$ cat config.mk
export PLATFORM = sky130hd
export DESIGN_NAME = fixed_point_accumulator
export DESIGN_NICKNAME = d
export VERILOG_FILES = /design/src/rtl/fixed_point_pkg.sv /design/src/rtl/fixed_point_sm_convert.sv /design/src/rtl/fixed_point_accumulator.sv
export SDC_FILE = /design/constraint.sdc
export NUM_CORES = 1
export LEC_CHECK = 0
export BUFFER_PORTS_ARGS = -buffer_cell sky130_fd_sc_hd__buf_2
export CAP_MARGIN = 20
export CORE_MARGIN = 3
export CORE_UTILIZATION = 63
export CTS_CLUSTER_SIZE = 12
export DETAILED_ROUTE_END_ITERATION = 10
export GPL_TIMING_DRIVEN = 0
export PLACE_DENSITY = 0.95
export SETUP_SLACK_MARGIN = 0.5
export SLEW_MARGIN = 25
export SYNTH_ARGS = -nofsm -noshare
export SYNTH_HDL_FRONTEND = slang
export SYNTH_SLANG_ARGS = --single-unit
$ cat constraint.sdc
create_clock -name clk -period 8.55 [get_ports clk]
set_clock_uncertainty 0.2 [all_clocks]
set_input_delay 1.71 -clock clk [delete_from_list [all_inputs] [get_ports clk]]
set_output_delay 1.71 -clock clk [all_outputs]
set_load 0.005 [all_outputs]
$ cat src/rtl/fixed_point_pkg.sv
// Shared Q4.11 sign-magnitude definitions for the fixed-point neuron datapath.
// Latency: n/a (package only).
// Backpressure: n/a (package only).
//   Holds the default word format, the largest representable magnitude,
//   handy Q4.11 constants and the accumulator FSM state encoding.
package fixed_point_pkg;

  localparam int BITSIZE = 16;
  localparam int FRAC    = 11;

  // Largest magnitude expressible in BITSIZE-bit sign-magnitude.
  localparam int MAG_MAX = (1 << (BITSIZE - 1)) - 1;

  localparam logic [BITSIZE-1:0] ONE     = 16'h0800;
  localparam logic [BITSIZE-1:0] NEG_ONE = 16'h8800;

  typedef enum logic [1:0] {
    IDLE  = 2'd0,
    ACCUM = 2'd1,
    DONE  = 2'd2
  } state_t;

endpackage

$ cat src/rtl/fixed_point_sm_convert.sv
// Sign-magnitude <-> two's complement conversion with output saturation.
// Latency: purely combinational, 0 cycles.
// Backpressure: none; both directions are evaluated every cycle.
//   sm_in  : sign-magnitude word to widen    -> tc_out : ACC_W two's complement
//   tc_in  : ACC_W two's complement value    -> sm_out : clipped sign-magnitude
//   sat    : tc_in fell outside +/-MAG_MAX and sm_out was clipped
module fixed_point_sm_convert
  import fixed_point_pkg::*;
#(
  parameter int BITSIZE = fixed_point_pkg::BITSIZE,
  parameter int ACC_W   = fixed_point_pkg::BITSIZE + 4
) (
  input  logic        [BITSIZE-1:0] sm_in,
  output logic signed [ACC_W-1:0]   tc_out,
  input  logic signed [ACC_W-1:0]   tc_in,
  output logic        [BITSIZE-1:0] sm_out,
  output logic                      sat
);

  localparam int MAG_W = BITSIZE - 1;
  localparam logic signed [ACC_W-1:0] POS_LIM = ACC_W'((1 << MAG_W) - 1);
  localparam logic signed [ACC_W-1:0] NEG_LIM = -POS_LIM;

  logic signed [ACC_W-1:0] mag_ext;
  logic        [MAG_W-1:0] abs_val;

  always_comb begin
    // Magnitude is zero-extended before negation, so 0x8000 maps to 0.
    mag_ext = {{(ACC_W - MAG_W){1'b0}}, sm_in[MAG_W-1:0]};
    tc_out  = sm_in[BITSIZE-1] ? -mag_ext : mag_ext;

    abs_val = MAG_W'(tc_in[ACC_W-1] ? -tc_in : tc_in);
    sm_out  = '0;
    sat     = 1'b0;
    if (tc_in > POS_LIM) begin
      sm_out = {1'b0, {MAG_W{1'b1}}};
      sat    = 1'b1;
    end else if (tc_in < NEG_LIM) begin
      sm_out = {1'b1, {MAG_W{1'b1}}};
      sat    = 1'b1;
    end else begin
      // Zero has a clear sign bit, so a zero sum never becomes 0x8000.
      sm_out = {tc_in[ACC_W-1], abs_val};
    end
  end

endmodule

$ cat src/rtl/fixed_point_accumulator.sv
// Sequential sign-magnitude accumulator: bias + NUM_TERMS products, clipped once.
// Latency: out_valid rises on the edge after the last accepted term.
// Backpressure: in_ready only in ACCUM; result held in DONE until out_ready.
//   clk, rst             : rising-edge clock, synchronous active-high reset
//   start, bias          : begin an operation (IDLE only), bias captured with it
//   in_data/valid/ready  : product stream, one term per handshake
//   out_data/valid/ready : saturated sign-magnitude sum and its handshake
//   busy, sat_flag       : FSM not idle; result was clipped (with out_valid)
module fixed_point_accumulator
  import fixed_point_pkg::*;
#(
  parameter int BITSIZE   = fixed_point_pkg::BITSIZE,
  parameter int FRAC      = fixed_point_pkg::FRAC,
  parameter int NUM_TERMS = 8,
  parameter int GUARD     = 4
) (
  input  logic               clk,
  input  logic               rst,
  input  logic               start,
  input  logic [BITSIZE-1:0] bias,
  input  logic [BITSIZE-1:0] in_data,
  input  logic               in_valid,
  output logic               in_ready,
  output logic [BITSIZE-1:0] out_data,
  output logic               out_valid,
  input  logic               out_ready,
  output logic               busy,
  output logic               sat_flag
);

  localparam int ACC_W = BITSIZE + GUARD;
  localparam int CNT_W = (NUM_TERMS > 1) ? $clog2(NUM_TERMS) : 1;
  localparam logic [CNT_W-1:0] LAST_CNT = CNT_W'(NUM_TERMS - 1);

  // All terms share one Q format, so FRAC only needs to fit the word; the
  // guard bits must cover the bias plus every term without wrapping.
  if (NUM_TERMS < 1 || (NUM_TERMS + 1) > (1 << GUARD) || FRAC > BITSIZE - 1)
  begin : g_cfg_check
    $error("fixed_point_accumulator: invalid parameter combination");
  end

  state_t                  state;
  logic signed [ACC_W-1:0] acc;
  logic        [CNT_W-1:0] cnt;

  logic        [BITSIZE-1:0] conv_sm;
  logic signed [ACC_W-1:0]   conv_tc;
  logic signed [ACC_W-1:0]   sum;
  logic        [BITSIZE-1:0] res_sm;
  logic                      res_sat;

  // One converter serves all three uses: in IDLE its input is the bias being
  // captured, otherwise it is the incoming product; the result side always
  // sees acc + term, which is exactly what the last handshake registers.
  assign conv_sm = (state == IDLE) ? bias : in_data;
  assign sum     = acc + conv_tc;

  fixed_point_sm_convert #(
    .BITSIZE (BITSIZE),
    .ACC_W   (ACC_W)
  ) u_convert (
    .sm_in  (conv_sm),
    .tc_out (conv_tc),
    .tc_in  (sum),
    .sm_out (res_sm),
    .sat    (res_sat)
  );

  always_ff @(posedge clk) begin
    if (rst) begin
      state     <= IDLE;
      acc       <= '0;
      cnt       <= '0;
      in_ready  <= 1'b0;
      out_data  <= '0;
      out_valid <= 1'b0;
      busy      <= 1'b0;
      sat_flag  <= 1'b0;
    end else begin
      case (state)
        IDLE: begin
          if (start) begin
            acc      <= conv_tc;
            cnt      <= '0;
            in_ready <= 1'b1;
            busy     <= 1'b1;
            state    <= ACCUM;
          end
        end

        ACCUM: begin
          if (in_valid) begin
            acc <= sum;
            if (cnt == LAST_CNT) begin
              in_ready  <= 1'b0;
              out_data  <= res_sm;
              sat_flag  <= res_sat;
              out_valid <= 1'b1;
              state     <= DONE;
            end else begin
              cnt <= cnt + 1'b1;
            end
          end
        end

        DONE: begin
          if (out_ready) begin
            out_valid <= 1'b0;
            sat_flag  <= 1'b0;
            busy      <= 1'b0;
            state     <= IDLE;
          end
        end

        default: begin
          in_ready  <= 1'b0;
          out_valid <= 1'b0;
          busy      <= 1'b0;
          state     <= IDLE;
        end
      endcase
    end
  end

endmodule
==> impl_metrics.tcl <==
set metrics [dict create \
    status "finished clean" \
    syn_inst 492 \
    cts.sinks 45 \
    setup_slack_ns 2.02 \
    cp_slowest_cell "o31ai_1" \
    multi_input_area_um2 2790 \
    cts_root_buf "clkbuf_8" \
    drt_iter0_drc 475 \
    h-tree-depth 2 \
    ys_seq_area_share_pct 23.4 \
    start_kind "primary input" \
    syn-num-nets 554 \
    wl_per_cell_um 17.7 \
    drv_cap 0 \
    hold_slack_ns 0.276 \
    cp_data_required_time_ns 8.52 \
    ant_nets 0 \
    setup_viol 0 \
    endpoint_kind "flop" \
    worstSkewPairLatency_ns 0.31 \
    portBuffers 56 \
    tightestPinTransition_ns 0.866 \
    ir_drop_mv 0.107 \
    hold_path_class "reg2reg" \
    place_area_um2 4210 \
    coreArea_um2 5710 \
    grt_max_degree 15 \
    initial_core_util_pct 67.3 \
    dr.pass1.iters 5 \
    fin_area_um2 4330 \
    overflow 0 \
    tns_ns 0 \
    maxSlewViolCount 0 \
    area_delta_synth_final_pct 12.8 \
    dp_hpwl_mm 8.47 \
    final_util_pct 75.9 \
    grtUsageTotal_pct 31.4 \
    diodes 0 \
    crit_top_cell "nand4_1" \
    cts_made_buffers 5 \
    drive_gt1_share_pct 17.1 \
    met3_usage_pct 5.03 \
    dieArea_um2 7070 \
    final.fill_count 425 \
    synth_edf_count 0 \
    period_share_pct 76.4 \
    grt_use_met1_pct 37.6 \
    place_congestion 0.937 \
    fmax_ghz 0.153 \
    viasPerCell 6.65 \
    busiest_layer "met2" \
    ioPinCount 57 \
    rsz0062_at_grt "no" \
    path_buf_inv 3 \
    yosys.area.top_type_share_pct 23.4 \
    drc_errors 0 \
    grt_use_met2_pct 55.6 \
    tritoncts "built" \
    regArea_um2 901 \
    drt_wl_total_mm 11.1 \
    hold_buffers 0 \
    p_leak_nw 1.85 \
    critPathMaxStageDelay_ns 0.73 \
    path_clk_slew_ns 0.10 \
    final_net_count 617 \
    synth_top_area_cell "dfxtp_1" \
    dp_slack_ns 1.89 \
    arrival_ns 6.51 \
    avgSynthCellArea_um2 7.81 \
    ys.flop_type "dfxtp_1" \
    crit_path_max_fanout 10 \
    synth_seq_cells 45 \
    ys_types 65 \
    async_reset_ff_share_pct 0 \
    synthTopCellsByArea "dfxtp_1, ha_1, xnor2_1" \
    fin_crit_ns 6.53 \
    antenna_found_initial 0 \
    grt_pass1_wl_mm 18.4 \
    grt_pass1_vias 3932 \
    die_w_um 84.1 \
    yosysWarnings 0 \
    slew_headroom_pct 41.8 \
    vias 4177 \
    crit_family "compound AO/OA/AOI/OAI gates" \
    post_cts_buffers 0 \
    powerDensity_nw_per_um2 206 \
    rows 27 \
    clk_path_buf_depth 2 \
    die_h_um 84.1 \
    critical_path_class "in2reg" \
    finalHoldViolCount 0 \
    ctsResizeCount 0 \
    syn-cell-area_um2 3840 \
    crit_chain "buf_2, mux2i_1, clkbuf_1, nor2_1, a21oi_1, ha_1, a21o_1, nand4_1, a21boi_2, a31oi_1, o31ai_1, xnor2_1, nand4_1, o2bb2ai_2, buf_6, a31oi_2" \
]
==> per-layer routing <==
metal,wire [µm],vias up
li1,-,1934
met1,4300,1935
met2,5460,279
met3,1100,29
met4,246,0
met5,0,-
==> worst reg2reg max path, cell delays in order (launching register included) <==
cell       delay (ns)
dfxtp_1          0.36
nor2_1           0.24
buf_2            0.30
buf_1            0.57
mux2i_1          0.32
ha_1             0.30
a31oi_1          0.14
nor2_1           0.17
xor2_1           0.29
ha_1             0.39
a21oi_1          0.25
o21a_1           0.23
o21ai_1          0.08
a31oi_1          0.37
o31ai_1          0.28
xnor2_1          0.54
nand4_1          0.33
o2bb2ai_2        0.41
buf_6            0.22
a31oi_2          0.09
==> layout by cell type, fill, tap and decap left out, types with 12 or more instances in the layout <==
cell	instances
a31oi_1	13
xor2_1	12
nor3_1	15
ha_1	24
a21oi_1	50
clkbuf_1	21
buf_2	58
dfxtp_1	45
xnor2_1	30
mux2i_1	18
o21ai_0	25
nor2_1	58
nand2_1	43
==> cell usage after synthesis, types with 6 or more instances <==
master,count
a21oi_1,50
a31oi_1,13
a31oi_2,10
and2_1,6
clkbuf_1,21
dfxtp_1,45
ha_1,24
inv_1,11
mux2i_1,18
nand2_1,43
nand3_1,8
nand4_1,7
nor2_1,58
nor3_1,15
nor4_1,7
o211ai_1,6
o21ai_0,25
or3_1,6
xnor2_1,30
xor2_1,12
==> final timing paths <==
check,startpoint,endpoint,slack (ns),cells past startpoint
max,in_data[15],out_data[8]$_SDFFE_PP0P_,2.02,16
min,acc[2]$_SDFFE_PP0P_,acc[2]$_SDFFE_PP0P_,0.28,2
max reg2reg,state[1]$_SDFFE_PP0P_,out_data[8]$_SDFFE_PP0P_,2.33,19
min reg2reg,acc[2]$_SDFFE_PP0P_,acc[2]$_SDFFE_PP0P_,0.28,2
==> cells by family after synthesis <==
| group | count (synthesis) | share of synthesized area (%) |
|---|---|---|
| adder cells (fa/ha/maj) | 25 | 8.34 |
| buffers and inverters | 38 | 4.07 |
| multiplexers | 20 | 5.28 |
| XOR/XNOR | 43 | 10.0 |
| flip-flops | 45 | 23.4 |
| AO/OA/AOI/OAI | 154 | 27.8 |
| AND/OR/NAND/NOR | 167 | 21.1 |
==> registers in the layout, indices dropped and copies added (netlist names) <==
name / count
out_valid: 1
acc: 20
out_data: 16
sat_flag: 1
busy: 1
in_ready: 1
cnt: 3
state: 2
==> where the power goes <==
part           switching, mW  internal (mW)  total [mW]  leakage [nW]
Combinational          0.304          0.177       0.482          1.42
Clock                 0.0819         0.0952       0.177        0.0574
Sequential           0.00901          0.223       0.232         0.368
Total                  0.395          0.496       0.891          1.85
==> area by class of cell <==
class / count / area share, %
clock buffers: 6 / 1.91
inverters: 11 / 0.953
well taps: 72 / 2.08
repair buffers: 56 / 6.47
clock inverters: 2 / 0.866
plain buffers: 27 / 2.66
multi-input cells: 409 / 64.3
flip-flops and latches: 45 / 20.8
==> stage by stage <==
step	total power, mW	std cells
6_report	0.891	628
5_1_grt	0.941	628
4_1_cts	0.876	628
3_5_place_dp	0.699	620
3_3_place_gp	0.683	620
2_1_floorplan	0.598	492
(Power assumes the default switching activity.)
